## config.mk

```make
export PLATFORM = sky130hd
export DESIGN_NAME = lcd_frame_writer
export DESIGN_NICKNAME = d
export VERILOG_FILES = /design/src/rtl/lcd_pkg.sv /design/src/rtl/lcd_byte_sender.sv /design/src/rtl/lcd_frame_writer.sv
export SDC_FILE = /design/constraint.sdc
export NUM_CORES = 1
export LEC_CHECK = 0
export ABC_AREA = 0
export BUFFER_PORTS_ARGS = -buffer_cell sky130_fd_sc_hd__buf_4
export CORE_ASPECT_RATIO = 1.1
export CORE_UTILIZATION = 45
export DETAILED_ROUTE_END_ITERATION = 6
export PLACE_DENSITY = 0.61
export SYNTH_ARGS = -nofsm -noshare
export SYNTH_HDL_FRONTEND = slang
export SYNTH_HIERARCHICAL = 1
export SYNTH_SLANG_ARGS = --single-unit
export TNS_END_PERCENT = 5
```

## constraint.sdc

```tcl
create_clock -name CLK -period 2.2 [get_ports CLK]
set_clock_uncertainty 0.15 [all_clocks]
set_input_delay 0.22 -clock CLK [delete_from_list [all_inputs] [get_ports CLK]]
set_output_delay 0.22 -clock CLK [all_outputs]
set_load 0.02 [all_outputs]
```

## src/rtl/lcd_pkg.sv

```systemverilog
// Shared definitions for the LCD frame writer: HD44780 command bytes,
// DDRAM row base addresses, the controller state encoding and small helpers.
package lcd_pkg;

  // HD44780 command bytes used by the controller
  localparam logic [7:0] FUNC_SET_4B2L = 8'h28;  // 4-bit bus, 2 lines, 5x8 font
  localparam logic [7:0] DISP_ON       = 8'h0C;  // display on, cursor off
  localparam logic [7:0] CLEAR         = 8'h01;  // clear display, home cursor
  localparam logic [7:0] ENTRY_INC     = 8'h06;  // auto-increment, no shift
  localparam logic [7:0] SET_DDRAM     = 8'h80;  // OR with a DDRAM address

  localparam int INIT_LEN = 4;

  // DDRAM start address of each display row (rows 2/3 continue rows 0/1)
  localparam logic [3:0][7:0] ROW_BASE = {8'h54, 8'h14, 8'h40, 8'h00};

  // Controller states; the SEND_* states belong to the byte sender, which
  // also uses IDLE as its "nothing in flight" state
  typedef enum logic [2:0] {
    INIT,
    IDLE,
    ROW_ADDR,
    CHAR,
    SEND_STRB,
    SEND_HOLD,
    SEND_BUSY,
    SEND_GAP
  } lcd_state_t;

  // Address width that never collapses to zero bits
  function automatic int clog2_min1(input int n);
    return (n <= 1) ? 1 : $clog2(n);
  endfunction

  // Power-up command sequence, in order
  function automatic logic [7:0] init_cmd(input logic [1:0] idx);
    case (idx)
      2'd0:    return FUNC_SET_4B2L;
      2'd1:    return DISP_ON;
      2'd2:    return CLEAR;
      default: return ENTRY_INC;
    endcase
  endfunction

endpackage

```

## src/rtl/lcd_byte_sender.sv

```systemverilog
// Byte-level handshake towards LCD_write: one-cycle strobe, one cycle where
// Busy is not yet trustworthy, wait for Busy to drop, then an idle gap
// (lengthened by CLEAR_WAIT after a Clear command) before accepting more.
module lcd_byte_sender
  import lcd_pkg::*;
#(
  parameter int GAP_CYCLES = 8,
  parameter int CLEAR_WAIT = 2048
) (
  input  logic       CLK,
  input  logic       RESET,
  input  logic       start,
  input  logic [7:0] start_data,
  input  logic       start_rs,
  input  logic       start_long,
  input  logic       lcd_busy,
  output logic [7:0] lcd_data,
  output logic       lcd_rs,
  output logic       lcd_strb,
  output logic       ready
);

  localparam int WAIT_MAX = GAP_CYCLES + CLEAR_WAIT;
  localparam int CNT_W    = clog2_min1(WAIT_MAX + 1);
  localparam logic [CNT_W-1:0] GAP_LEN  = CNT_W'(GAP_CYCLES);
  localparam logic [CNT_W-1:0] LONG_LEN = CNT_W'(WAIT_MAX);

  lcd_state_t       state_reg;
  logic [CNT_W-1:0] cnt_reg;
  logic [7:0]       data_reg;
  logic             rs_reg;
  logic             strb_reg;
  logic             long_reg;
  logic [CNT_W-1:0] wait_len;

  assign wait_len = long_reg ? LONG_LEN : GAP_LEN;

  // Strobe / busy-wait / gap sequencer; data and rs hold until the next strobe
  always_ff @(posedge CLK) begin
    if (!RESET) begin
      state_reg <= IDLE;
      cnt_reg   <= '0;
      data_reg  <= 8'h00;
      rs_reg    <= 1'b0;
      strb_reg  <= 1'b0;
      long_reg  <= 1'b0;
    end else begin
      case (state_reg)
        SEND_STRB: begin
          strb_reg  <= 1'b0;
          state_reg <= SEND_HOLD;
        end
        // LCD_write has not raised Busy yet in this cycle
        SEND_HOLD: state_reg <= SEND_BUSY;
        SEND_BUSY: begin
          if (!lcd_busy) begin
            if (wait_len == '0) begin
              state_reg <= IDLE;
            end else begin
              cnt_reg   <= wait_len;
              state_reg <= SEND_GAP;
            end
          end
        end
        SEND_GAP: begin
          cnt_reg <= cnt_reg - CNT_W'(1);
          if (cnt_reg == CNT_W'(1)) begin
            state_reg <= IDLE;
          end
        end
        default: begin
          // Idle: Busy is ignored here, only a new request matters
          if (start) begin
            data_reg  <= start_data;
            rs_reg    <= start_rs;
            long_reg  <= start_long;
            strb_reg  <= 1'b1;
            state_reg <= SEND_STRB;
          end else begin
            state_reg <= IDLE;
          end
        end
      endcase
    end
  end

  assign lcd_data = data_reg;
  assign lcd_rs   = rs_reg;
  assign lcd_strb = strb_reg;
  assign ready    = (state_reg == IDLE);

endmodule

```

## src/rtl/lcd_frame_writer.sv

```systemverilog
// ROWS x COLS character frame buffer streamed to an HD44780-style 4-bit
// writer. Runs the LCD init sequence after reset, then sends one full frame
// (row address command + COLS characters per row) per refresh request.
// Optional build macro LCD_CLEAR_EACH_FRAME_EN: prefix every frame with a
// Clear command (plus CLEAR_WAIT cycles) instead of overwriting in place.
module lcd_frame_writer
  import lcd_pkg::*;
#(
  parameter int COLS       = 16,
  parameter int ROWS       = 2,
  parameter int GAP_CYCLES = 8,
  parameter int CLEAR_WAIT = 2048,
  localparam int ROW_W     = clog2_min1(ROWS),
  localparam int COL_W     = clog2_min1(COLS)
) (
  input  logic             CLK,
  input  logic             RESET,
  input  logic             wr_en,
  input  logic [ROW_W-1:0] wr_row,
  input  logic [COL_W-1:0] wr_col,
  input  logic [7:0]       wr_char,
  input  logic             refresh,
  input  logic             lcd_busy,
  output logic [7:0]       lcd_data,
  output logic             lcd_rs,
  output logic             lcd_strb,
  output logic             ready,
  output logic             frame_done
);

  localparam int ADDR_W = ROW_W + COL_W;
  localparam int DEPTH  = 1 << ADDR_W;
  localparam logic [ROW_W-1:0] LAST_ROW = ROW_W'(ROWS - 1);
  localparam logic [COL_W-1:0] LAST_COL = COL_W'(COLS - 1);
`ifdef LCD_CLEAR_EACH_FRAME_EN
  localparam logic CLEAR_EACH_FRAME = 1'b1;
`else
  localparam logic CLEAR_EACH_FRAME = 1'b0;
`endif

  // Frame buffer addressed as {row, col}; cells power up as spaces and are
  // deliberately not touched by reset so a reset keeps the displayed text
  logic [7:0]        frame_mem [DEPTH] = '{default: 8'h20};
  logic [7:0]        rd_data_reg;
  logic [ADDR_W-1:0] rd_addr;
  logic [ADDR_W-1:0] wr_addr;
  logic              wr_in_range;

  lcd_state_t       state_reg;
  lcd_state_t       ret_state_reg;
  logic [ROW_W-1:0] row_reg;
  logic [COL_W-1:0] col_reg;
  logic [1:0]       init_idx_reg;
  logic             pending_reg;
  logic             wait_reg;
  logic             last_reg;
  logic             clr_reg;
  logic             ready_reg;
  logic             frame_done_reg;

  logic       snd_ready;
  logic       snd_start;
  logic [7:0] snd_data;
  logic       snd_rs;
  logic       snd_long;

  // Set-DDRAM-address command for each physical row
  logic [7:0] row_cmd [ROWS];
  for (genvar gi = 0; gi < ROWS; gi++) begin : g_row_cmd
    assign row_cmd[gi] = SET_DDRAM | ROW_BASE[gi];
  end

  assign wr_in_range = (int'(wr_row) < ROWS) && (int'(wr_col) < COLS);
  assign wr_addr     = {wr_row, wr_col};
  assign rd_addr     = {row_reg, col_reg};

  // Buffer port: writes any cycle, registered read-first read of the cell
  // the sequencer is pointing at (refreshed every cycle while a byte is out)
  always_ff @(posedge CLK) begin
    if (wr_en && wr_in_range) begin
      frame_mem[wr_addr] <= wr_char;
    end
    rd_data_reg <= frame_mem[rd_addr];
  end

  // Byte to issue this cycle; only when the sender is free and not already
  // waiting on the previous byte
  always_comb begin
    snd_start = 1'b0;
    snd_data  = 8'h00;
    snd_rs    = 1'b0;
    snd_long  = 1'b0;
    if (!wait_reg && snd_ready) begin
      case (state_reg)
        INIT: begin
          snd_start = 1'b1;
          snd_data  = init_cmd(init_idx_reg);
          snd_long  = (init_cmd(init_idx_reg) == CLEAR);
        end
        ROW_ADDR: begin
          snd_start = 1'b1;
          if (clr_reg) begin
            snd_data = CLEAR;
            snd_long = 1'b1;
          end else begin
            snd_data = row_cmd[row_reg];
          end
        end
        CHAR: begin
          snd_start = 1'b1;
          snd_data  = rd_data_reg;
          snd_rs    = 1'b1;
        end
        default: ;
      endcase
    end
  end

  // Frame sequencer: every issued byte advances row/col immediately and
  // records where to resume once the sender reports it is free again
  always_ff @(posedge CLK) begin
    if (!RESET) begin
      state_reg      <= INIT;
      ret_state_reg  <= INIT;
      row_reg        <= '0;
      col_reg        <= '0;
      init_idx_reg   <= '0;
      pending_reg    <= 1'b0;
      wait_reg       <= 1'b0;
      last_reg       <= 1'b0;
      clr_reg        <= 1'b0;
      ready_reg      <= 1'b0;
      frame_done_reg <= 1'b0;
    end else begin
      frame_done_reg <= 1'b0;
      ready_reg      <= 1'b0;
      if (refresh && state_reg != IDLE) begin
        pending_reg <= 1'b1;
      end
      if (snd_start) begin
        wait_reg <= 1'b1;
      end else if (wait_reg && snd_ready) begin
        wait_reg  <= 1'b0;
        state_reg <= ret_state_reg;
        if (last_reg) begin
          frame_done_reg <= 1'b1;
          last_reg       <= 1'b0;
        end
      end
      case (state_reg)
        INIT: begin
          if (snd_start) begin
            init_idx_reg  <= init_idx_reg + 2'd1;
            ret_state_reg <= (init_idx_reg == 2'(INIT_LEN - 1)) ? IDLE : INIT;
          end
        end
        IDLE: begin
          if (refresh || pending_reg) begin
            pending_reg <= 1'b0;
            row_reg     <= '0;
            col_reg     <= '0;
            clr_reg     <= CLEAR_EACH_FRAME;
            state_reg   <= ROW_ADDR;
          end else begin
            ready_reg <= 1'b1;
          end
        end
        ROW_ADDR: begin
          if (snd_start) begin
            if (clr_reg) begin
              clr_reg       <= 1'b0;
              ret_state_reg <= ROW_ADDR;
            end else begin
              col_reg       <= '0;
              ret_state_reg <= CHAR;
            end
          end
        end
        CHAR: begin
          if (snd_start) begin
            if (col_reg == LAST_COL) begin
              if (row_reg == LAST_ROW) begin
                last_reg      <= 1'b1;
                ret_state_reg <= IDLE;
              end else begin
                row_reg       <= row_reg + ROW_W'(1);
                ret_state_reg <= ROW_ADDR;
              end
            end else begin
              col_reg       <= col_reg + COL_W'(1);
              ret_state_reg <= CHAR;
            end
          end
        end
        default: state_reg <= INIT;
      endcase
    end
  end

  lcd_byte_sender #(
    .GAP_CYCLES(GAP_CYCLES),
    .CLEAR_WAIT(CLEAR_WAIT)
  ) u_sender (
    .CLK       (CLK),
    .RESET     (RESET),
    .start     (snd_start),
    .start_data(snd_data),
    .start_rs  (snd_rs),
    .start_long(snd_long),
    .lcd_busy  (lcd_busy),
    .lcd_data  (lcd_data),
    .lcd_rs    (lcd_rs),
    .lcd_strb  (lcd_strb),
    .ready     (snd_ready)
  );

  assign ready      = ready_reg;
  assign frame_done = frame_done_reg;

endmodule

```

# == Word-level counts from Yosys, hierarchy flattened ==
# Memories as Yosys holds them, arrays and structs flattened. A register that Yosys moved wholly into a read port is not among the register bits.
# Cells that the tools add are included.
# totals
ff_bits,45
ramBits,256
inputBits,18
output_inout_bits,12
word_cells,149
mem_count,1
# classes
add_sub_neg,4
n_lt_le_gt_ge,1
eq_ne,25
mux,67
bitwise,5
reduce_logical,29
# mem_list
memory,words,word_bits,read_ports,rd_ports_with_merged_regs,write_ports,line,rtl
frame_mem,32,8,1,1,1,lcd_frame_writer.sv:43,logic [7:0] frame_mem [DEPTH] = '{default: 8'h20};
# ops
op,count
$mux 8,6
$mux 12,3
$mux 3,11
$mux 1,29
$pmux 12 s2,1
$pmux 8 s3,1
$mux 4,5
$ne 2x2->1 const B,9
$pmux 6 s3,1
$eq 12x1->1 const B,1
$eq 3x3->1 const B,4
$logic_not 12->1,1
$pmux 3 s4,1
$pmux 4 s3,1
$sub 12x1->12 const B,1
$reduce_and 2->1,5
$reduce_bool 2->1,5
$pmux 3 s3,1
$reduce_or 3->1,3
$eq 8x1->1 const B,1
$pmux 1 s2,4
$reduce_and 4->1,2
$mux 7,1
$eq 3x1->1 const B,2
23 further kinds,32

# == Longest topological paths before layout ==
# Gate-level depths: netlist of the first run.
# logic_depth
ltp_word,9
mapped_depth,10
ltp_nobuf,8

# == Cells and area by module ==
# The synthesis of the first run kept the hierarchy.
# by_module_without_submodules
mod,n_inst,cells_per_inst,area_each_um2
lcd_frame_writer,1,609,11076.9
lcd_byte_sender,1,143,1159.9

# == Worst setup path before layout of the first run ==
# Ideal clock, no wire load.
# synth_path
path_kind,register to register
from,reg u_sender.state_reg[1]
to,reg u_sender.data_reg[0] (netlist: u_sender/lcd_data[0])
t_arrival_ns,2.172
required_ns,1.979
slack_ns,-0.193
stages_incl_launch_ff,11
n_path_buf,2
synth_period_minus_slack_ns,2.393
cell_sequence,dfxtp_1 > clkbuf_1 > nand2b_1 > nor2_1 > nor3b_1 > nand2_1 > inv_1 > nor2b_1 > clkbuf_1 > nand2_1 > a21oi_1
# synth_between
elab_chain_len,4
word_cells_on_any_way,11
cone_classes,eq/ne: 5; mux: 2; bitwise: 1; reduce/logical: 3
# synth_lines
item,line,rtl
from (decl),lcd_byte_sender.sv:28,lcd_state_t state_reg;
from (signal assigned),lcd_byte_sender.sv:41,state_reg <= IDLE;
from (signal assigned),lcd_byte_sender.sv:51,state_reg <= SEND_HOLD;
from (signal assigned),lcd_byte_sender.sv:54,SEND_HOLD: state_reg <= SEND_BUSY;
$eq 3x1->1,lcd_byte_sender.sv:90,assign ready = (state_reg == IDLE);
via snd_ready,lcd_frame_writer.sv:61,logic snd_ready;
$logic_and 1x1->1,lcd_frame_writer.sv:93,if (!wait_reg && snd_ready) begin
$mux 1,lcd_frame_writer.sv:93,
via snd_start,lcd_frame_writer.sv:62,logic snd_start;
$reduce_and 2->1 (no line),-,
to (signal assigned),lcd_byte_sender.sv:74,data_reg <= start_data;
to (decl),lcd_byte_sender.sv:30,logic [7:0] data_reg;
# The timed path passes the listed nets, and every way through them passes these cells.
# A chain may end at the register's enable or synchronous reset.

==> out/metrics.csv, run 1 <==
metric,value,unit
status,finished clean,
placed inst area,13300,µm²
grt peak-use layer,met2,
CP bufs+invs,1,
post-route design area,14500,µm²
Total GRT Usage,0.198,
Gate Count Post-Synth,752,
ANT cells,0,
IO buf count,29,
Worst Path Max Fanout,8,
Starting Density,0.464,
fill cell count,2104,
Worst Setup SP,col_reg[0],
Int Power,9510,µW
Vias/cell,5.66,
family with the most delay on the worst path,compound AO/OA/AOI/OAI gates,
"flops & latches, synth",307,
Mapped Avg Cell Area,16.3,µm²
Slew HR,0.425,
most frequent cells after synthesis,"256 x edfxtp_1, 59 x nor2_1, 51 x dfxtp_1",
Inserted Clock Buffers,31,
yosys warns,6,
clock network power share,0.419,
setup_tns,0,ns
Final nets,882,
number of placement rows,62,
f_max,473,MHz
reg-to-reg startpoint,col_reg[0],
CTS Buffer Depth,3,
HP Class,primary input to flip-flop,
R2R Setup Slk,0.09,ns
most common cell in the netlist,edfxtp_1,
Die W,159,µm
Final Setup Violations,0,
max-cap violations,0,
P&R area growth vs syn,18.1,%
largest net degree at the start of global routing,33,
met3 usage,0.0299,
Routed Antenna Nets,0,
WL final,27000,µm
Sw Ratio,0.203,
Reg power frac,0.539,
"EDFF count, synth",256,
Worst Tran Pin Value,0.860,ns
HPWL Detailed,17800,µm
placed cell count,1163,
Worst-Skew Late Latency,0.54,ns
end of the critical path,rd_data_reg[0],
Lkg Pwr,0.00469,µW
"Clk pin slew, worst setup/hold paths",0.06,ns
WP depth,5,
cell area after synthesis,12200,µm²
crit-path cells,mux4_1 -> a22o_1 -> a2111oi_1 -> buf_4 -> a21oi_1,
CP required,2.47,ns
max incr delay on CP,0.60,ns
clock root cell,clkbuf_16,
first-pass GRT wire length,41800,µm
Slew Limit Fails,0,
post-synthesis sequential area ratio,0.712,
Finished Layout Cells,1231,
Multi-input gate area,3340,µm²
"FFs w/ async S/R, synth",0,
IO Pins,30,
DR pass1 iterations,5,
area of the die,27900,µm²
Final Cycle Share,0.961,
CP endpoint kind,flip-flop,
register area,8710,µm²
htree depth,1,
r2r worst-path depth,5,
Crit-path slowest cell,mux4_1,
grt ovf,0,
final hold violations,0,
DRC viols,0,
GR Util met1,0.261,
setup bufs post-CTS,0,
share of layout cells above drive strength 1,0.235,
ranking of synthesized cells by area,"edfxtp_1 63%, dfxtp_1 8.3%, mux4_2 7.4%",
Power Total,11900,µW
Worst EP arrival,2.38,ns
Tmin final,2.11,ns
RSZ-0062 raised after global routing,true,
CORE AREA,26400,µm²
main flop type after synthesis,edfxtp_1,
initial antenna violation count,0,
Comb pwr share,0.042,
Peak VDD IR,0.673,mV
Net Sw Power,2420,µW
wire per inst,22.0,µm
Critical Path Start Type,flip-flop,
Clock Sinks,307,
Worst R2R End,rd_data_reg[0],
Synth top area share,0.628,
Post-Syn Nets,778,
TritonCTS clock tree,yes,
post-synthesis cell type count,55,
Vias,6968,
die height,175,µm
initial drt markers,596,
Final Wtd Congestion,0.868,
pwr dens,825,nW/µm²
largest area contributor in the netlist,edfxtp_1,
max reg flops,256,
met2 Track Usage GR,0.340,
vias in the first global route,7182,
WS Path Type,flip-flop to flip-flop,
## how the worst min path moves through the flow
stage	cells past startpoint	endpoint	start
after global placement	2	ready	refresh
after global routing	4	frame_mem[10][7]	wr_col[3]
after detailed placement	2	ready	refresh
final	4	frame_mem[10][7]	wr_col[3]
after floorplan	1	ready	refresh
after CTS	4	frame_mem[10][7]	wr_col[3]
## worst reg2reg max path, stage by stage (launching register included)
cell and delay, ns:
dfxtp_4 0.45, mux4_1 0.60, a22o_1 0.22, a2111oi_1 0.36, buf_4 0.18, a21oi_1 0.04
## cell families (layout without fill, tap and decap cells)
family,count (synthesis),count (layout),synth area share
compound gates,114,114,0.0629
xor+xnor,3,3,0.00215
fa+ha+maj,8,8,0.00818
buf+inv,51,178,0.0208
flops,307,307,0.712
mux,85,85,0.120
other cells,1,1,0.000306
simple gates,183,183,0.0742
## per-layer routing
layer  up-vias  share of wire
met4         0          0.028
met1      3520           0.42
met2       232           0.49
li1       3173              -
met5         -              0
met3        43          0.056
## stage by stage
step | setup slack, ns | hold WS [ns] | utilization
finish | 0.0861 | 0.174 | 0.548
global route | -0.0254 | 0.179 | 0.548
CTS | 0.0131 | 0.153 | 0.546
detailed placement | -0.102 | 0.258 | 0.504
global placement | -0.121 | 0.253 | 0.504
floorplan | 0.0769 | 0.149 | -
## power groups by stage
stage / Sequential [µW] / Combinational (µW) / Clock (µW)
after floorplan: 6540 / 252 / 0
final: 6430 / 503 / 5000
after detailed placement: 6550 / 476 / 0
after CTS: 6420 / 495 / 5080
after global routing: 6430 / 553 / 5300
after global placement: 6540 / 456 / 0
## repair_timing
action | in CTS | in global routing
endpoints found under the setup margin | 3 | 20
gates cloned | 0 | 0
pin swaps | 0 | 0
hold endpoints to repair | 269 | 0
hold buffers | 12 | 0
gates resized for setup | 5 | 14
## final cells by class
type                    count  share of cell area
clock buffers              44              0.0598
clock inverters            12             0.00762
inverters                  11             0.00286
multi-input cells         394               0.231
flip-flops and latches    307               0.603
well taps                 352              0.0305
repair buffers            111              0.0648
## placed cells by master, fill, tap and decap left out, types with 4 or more instances in the layout
master / n
edfxtp_1: 256
buf_4: 91
nor2_1: 58
dfxtp_1: 48
nand2_1: 46
a21oi_1: 41
mux4_2: 40
mux2i_1: 37
clkbuf_16: 31
a22oi_1: 12
dlygate4sd3_1: 12
inv_1: 11
nand3_1: 10
clkbuf_1: 9
o21ai_0: 8
ha_1: 8
or3_1: 7
o221ai_1: 7
mux4_1: 7
nand3b_1: 7
nor4_1: 7
nor3_1: 7
o22ai_1: 6
nor2b_1: 6
a22o_1: 5
nand2b_1: 5
clkinv_1: 5
buf_12: 5
and3_1: 4
o211ai_1: 4
o31ai_1: 4
or4_1: 4
a211oi_1: 4
a22oi_2: 4
clkbuf_8: 4
nand4_1: 4
(Power assumes the default switching activity.)
==> run 2, diff against run 1 <==
==> constraint.sdc (replaced) <==
create_clock -name CLK -period 1.8 [get_ports CLK]
set_clock_uncertainty 0.15 [all_clocks]
set_input_delay 0.18 -clock CLK [delete_from_list [all_inputs] [get_ports CLK]]
set_output_delay 0.18 -clock CLK [all_outputs]
set_load 0.02 [all_outputs]
==> out/metrics.csv, run 2 (same netlist as run 1, synthesis figures left out) <==
metric,value,unit
status,"complete, but fails checks",
failing checks,negative setup slack,
placed cell count,1210,
Critical Path Start Type,flip-flop,
pwr dens,999,nW/µm²
P&R area growth vs syn,24.3,%
Final nets,934,
TritonCTS clock tree,yes,
Power Total,15200,µW
largest net degree at the start of global routing,33,
RSZ-0062 raised after global routing,true,
Slew Limit Fails,0,
DRC viols,0,
Worst-Skew Late Latency,0.50,ns
Worst Path Max Fanout,5,
Final Wtd Congestion,0.815,
Peak VDD IR,0.558,mV
vias in the first global route,7465,
htree depth,2,
CP endpoint kind,flip-flop,
Tmin final,2.02,ns
Routed Antenna Nets,0,
Worst R2R End,rd_data_reg[3],
HPWL Detailed,18600,µm
clock root cell,clkbuf_16,
grt ovf,0,
max reg flops,256,
ANT cells,0,
Inserted Clock Buffers,34,
share of layout cells above drive strength 1,0.328,
Die W,159,µm
reg-to-reg startpoint,col_reg[0],
"Clk pin slew, worst setup/hold paths",0.06,ns
"commonest non-fill, non-tap cell in the layout",edfxtp_1,
R2R Setup Slk,-0.22,ns
Final Cycle Share,1.12,
fill cell count,2027,
min-delay src,wr_col[1],
Vias/cell,5.63,
Starting Density,0.464,
initial antenna violation count,0,
area of the die,27900,µm²
"crit path setup slack, layout",-0.217,ns
CORE AREA,26400,µm²
number of placement rows,62,
max-cap violations,0,
Lkg Pwr,0.00502,µW
f_max,496,MHz
first-pass GRT wire length,43400,µm
r2r worst-path depth,6,
post-route design area,15200,µm²
wire per inst,21.9,µm
Worst EP arrival,2.24,ns
HP Class,primary input to flip-flop,
Total GRT Usage,0.207,
WS Path Type,flip-flop to flip-flop,
worst hold path depth,3,
IO Pins,30,
Finished Layout Cells,1283,
CTS Buffer Depth,3,
most frequent cells in the layout,"256 x edfxtp_1, 135 x buf_4, 56 x nor2_1, 47 x dfxtp_1",
CP required,2.02,ns
IO buf count,29,
Clock Sinks,307,
die height,175,µm
Final Setup Violations,15,
placed inst area,13700,µm²
Hold Slack,0.0250,ns
initial drt markers,627,
Vias,7227,
hold path endpoint,frame_mem[1][2],
DR pass1 iterations,5,
WL final,28100,µm
final hold violations,0,
-- run 2: changes by cell type in the layout (fill, tap and decap cells not counted), sizes merged --
cell    delta
buf       +49
bufinv     +1
clkinv     +5
clkbuf     -3
-- run 2: critical path, cell delays in order (launching register included) --
cell and delay [ns]:
dfxtp_4 0.37, buf_12 0.12, buf_12 0.10, mux4_2 0.56, a2111oi_4 0.34, buf_4 0.17, a22oi_1 0.07
-- run 2: report_power, final --
part | leakage (µW) | internal (µW) | switching [µW]
registers | 0.00272 | 7800 | 55.9
logic | 0.00177 | 287 | 427
clock network | 0.000523 | 3990 | 2640
total | 0.00502 | 12100 | 3120
-- run 2: timing repair --
action	CTS	global route
endpoints found under the setup margin	31	34
pin swaps	11	12
setup buffers	3	0
hold buffers	12	0
hold endpoints to repair	264	0
gates resized for setup	46	26
-- run 2: metal layers --
metal,up-vias,GRT usage,wire length (µm)
met3,49,0.0273,1290
li1,3286,-,-
met1,3683,0.266,11700
met4,0,0.0773,941
met5,-,0,0
met2,209,0.360,14100
-- run 2: worst max path at each step --
stage / startpoint / to / cells after the start
after floorplan: u_sender/cnt_reg[3] / u_sender/cnt_reg[8] / 5
after global placement: col_reg[0] / rd_data_reg[4] / 5
after detailed placement: col_reg[0] / rd_data_reg[4] / 5
after CTS: col_reg[0] / rd_data_reg[3] / 6
after global routing: col_reg[0] / rd_data_reg[4] / 6
final: col_reg[0] / rd_data_reg[3] / 6
-- run 2: layout make-up --
class,instances,area (µm²),area share
flip-flops and latches,307,8720,0.573
multi-input cells,394,3610,0.237
repair buffers,160,1330,0.0876
clock buffers,41,898,0.0591
well taps,352,440,0.0290
clock inverters,18,171,0.0113
inverters,11,43.8,0.00288
-- run 2: through the flow --
stage | TNS (ns) | utilization | setup WS (ns)
3_3_place_gp | -4.52 | 0.518 | -0.454
4_1_cts | -1.89 | 0.573 | -0.227
2_1_floorplan | -1.53 | - | -0.0943
5_1_grt | -2.85 | 0.577 | -0.275
6_report | -1.69 | 0.577 | -0.217
3_5_place_dp | -5.15 | 0.518 | -0.477
==> run 3, diff against run 2 <==
--- a/config.mk
+++ b/config.mk
@@ -6,7 +6,7 @@
 export NUM_CORES = 1
 export LEC_CHECK = 0
 export ABC_AREA = 0
-export BUFFER_PORTS_ARGS = -buffer_cell sky130_fd_sc_hd__buf_4
+export BUFFER_PORTS_ARGS = -buffer_cell sky130_fd_sc_hd__buf_2
 export CORE_ASPECT_RATIO = 1.1
 export CORE_UTILIZATION = 45
 export DETAILED_ROUTE_END_ITERATION = 6
==> out/metrics.csv, run 3 (same netlist as run 1, synthesis figures left out) <==
metric,value,unit
RSZ-0062 raised after global routing,true,
WS Path Type,flip-flop to flip-flop,
share of layout cells above drive strength 1,0.316,
final hold violations,0,
"commonest non-fill, non-tap cell in the layout",edfxtp_1,
Comb pwr share,0.047,
initial drt markers,637,
DR WL met3,1570,µm
Sw Ratio,0.207,
CORE AREA,26400,µm²
initial antenna violation count,0,
family with the most delay on the worst path,multiplexers,
register area,8720,µm²
Worst EP arrival,2.37,ns
R2R Setup Slk,-0.29,ns
Lkg Pwr,0.00490,µW
wire per inst,22.1,µm
P&R area growth vs syn,21.6,%
Crit-path slowest cell,mux4_2,
Net Sw Power,3040,µW
clock network power share,0.417,
Vias,7210,
Worst-Skew Late Latency,0.56,ns
number of placement rows,62,
Worst Path Max Fanout,4,
ANT cells,0,
Final Cycle Share,1.16,
Final nets,921,
first-pass GRT wire length,42800,µm
Final Wtd Congestion,0.839,
max reg flops,256,
htree depth,1,
f_max,479,MHz
Final Setup Violations,17,
Starting Density,0.464,
CP endpoint kind,flip-flop,
DRC viols,0,
placed inst area,13600,µm²
Hold Slack,0.0316,ns
Reg power frac,0.537,
Slew HR,0.542,
Routed Antenna Nets,0,
TritonCTS clock tree,yes,
Slew Limit Fails,0,
Total GRT Usage,0.203,
post-route design area,14900,µm²
Peak VDD IR,0.823,mV
largest net degree at the start of global routing,33,
fill cell count,2051,
crit-path cells,buf_12 -> buf_4 -> mux4_2 -> a2111oi_4 -> buf_4 -> a21oi_1,
Finished Layout Cells,1270,
pwr dens,984,nW/µm²
DR pass1 iterations,6,
Inserted Clock Buffers,31,
max-cap violations,0,
most frequent cells in the layout,"256 x edfxtp_1, 103 x buf_4, 55 x nor2_1, 47 x dfxtp_1, 45 x nand2_1",
clock root cell,clkbuf_16,
HPWL Detailed,18600,µm
"Clk pin slew, worst setup/hold paths",0.06,ns
die height,175,µm
CTS Buffer Depth,3,
vias in the first global route,7373,
Clock Sinks,307,
Top Layer Used,met4,
Die W,159,µm
HP Class,primary input to flip-flop,
Worst Tran Pin Value,0.687,ns
area of the die,27900,µm²
Tmin final,2.09,ns
Setup WS pre-CTS,-0.485,ns
grt ovf,0,
max incr delay on CP,0.57,ns
Int Power,11600,µW
"crit path setup slack, layout",-0.290,ns
"most used cell, CP",buf_4,
failing checks,negative setup slack,
WL met1,11500,µm
CP required,2.08,ns
Critical Path Start Type,flip-flop,
placed cell count,1208,
DR WL met2,14200,µm
Vias/cell,5.68,
IO Pins,30,
IO buf count,29,
CP bufs+invs,3,
Multi-input gate area,3560,µm²
status,"complete, but fails checks",
WL final,28100,µm
run 3: cell types whose count changed in the layout (fill, tap and decap cells not counted), sizes merged:
cell         before  now
clkinv           13   15
clkinvlp          1    2
buf             148  146
dlygate4sd3      12    4
clkbuf           41   35
run 3: final timing paths:
check	startpoint	endpoint	cells after the start
hold reg to reg	last_reg	frame_done	2
hold / removal	wr_char[2]	frame_mem[5][2]	1
setup / recovery	col_reg[0]	rd_data_reg[7]	6
setup reg to reg	col_reg[0]	rd_data_reg[7]	6
run 3: power groups by stage:
stage	combinational, µW	clock (µW)	sequential [µW]
global placement	605	0	8000
detailed placement	626	0	8000
CTS	656	6200	7850
finish	681	6100	7860
global route	740	6460	7860
floorplan	338	0	8000
run 3: worst register-to-register path: cells and delay by family (launching register included):
| kind | cells | cell delay [ns] |
|---|---|---|
| flops | 1 | 0.40 |
| compound gates | 2 | 0.41 |
| buf+inv | 3 | 0.43 |
| mux | 1 | 0.57 |
run 3: area by class of cell:
| cell class | count | share of cell area |
|---|---|---|
| clock buffers | 35 | 0.0531 |
| repair buffers | 150 | 0.0776 |
| well taps | 352 | 0.0296 |
| inverters | 11 | 0.00278 |
| clock inverters | 21 | 0.0115 |
| multi-input cells | 394 | 0.239 |
| flip-flops and latches | 307 | 0.586 |
run 3: per-layer routing:
metal / global-route usage / vias to the layer above
li1: - / 3259
met2: 0.352 / 242
met1: 0.263 / 3662
met3: 0.0290 / 47
met4: 0.0669 / 0
met5: 0 / -
run 3: through the flow:
stage	TNS, ns	utilization	power, µW
after CTS	-3.44	0.559	14700
after detailed placement	-5.52	0.514	8630
final	-2.63	0.564	14600
after floorplan	-1.53	-	8340
after global routing	-4.15	0.564	15100
after global placement	-4.34	0.514	8600
run 3: what timing repair did:
action | 4_1_cts | 5_1_grt
gates resized for setup | 32 | 34
pin swaps | 11 | 12
hold buffers | 4 | 0
hold endpoints to repair | 13 | 0
setup endpoints to repair | 31 | 35
setup buffers | 3 | 0
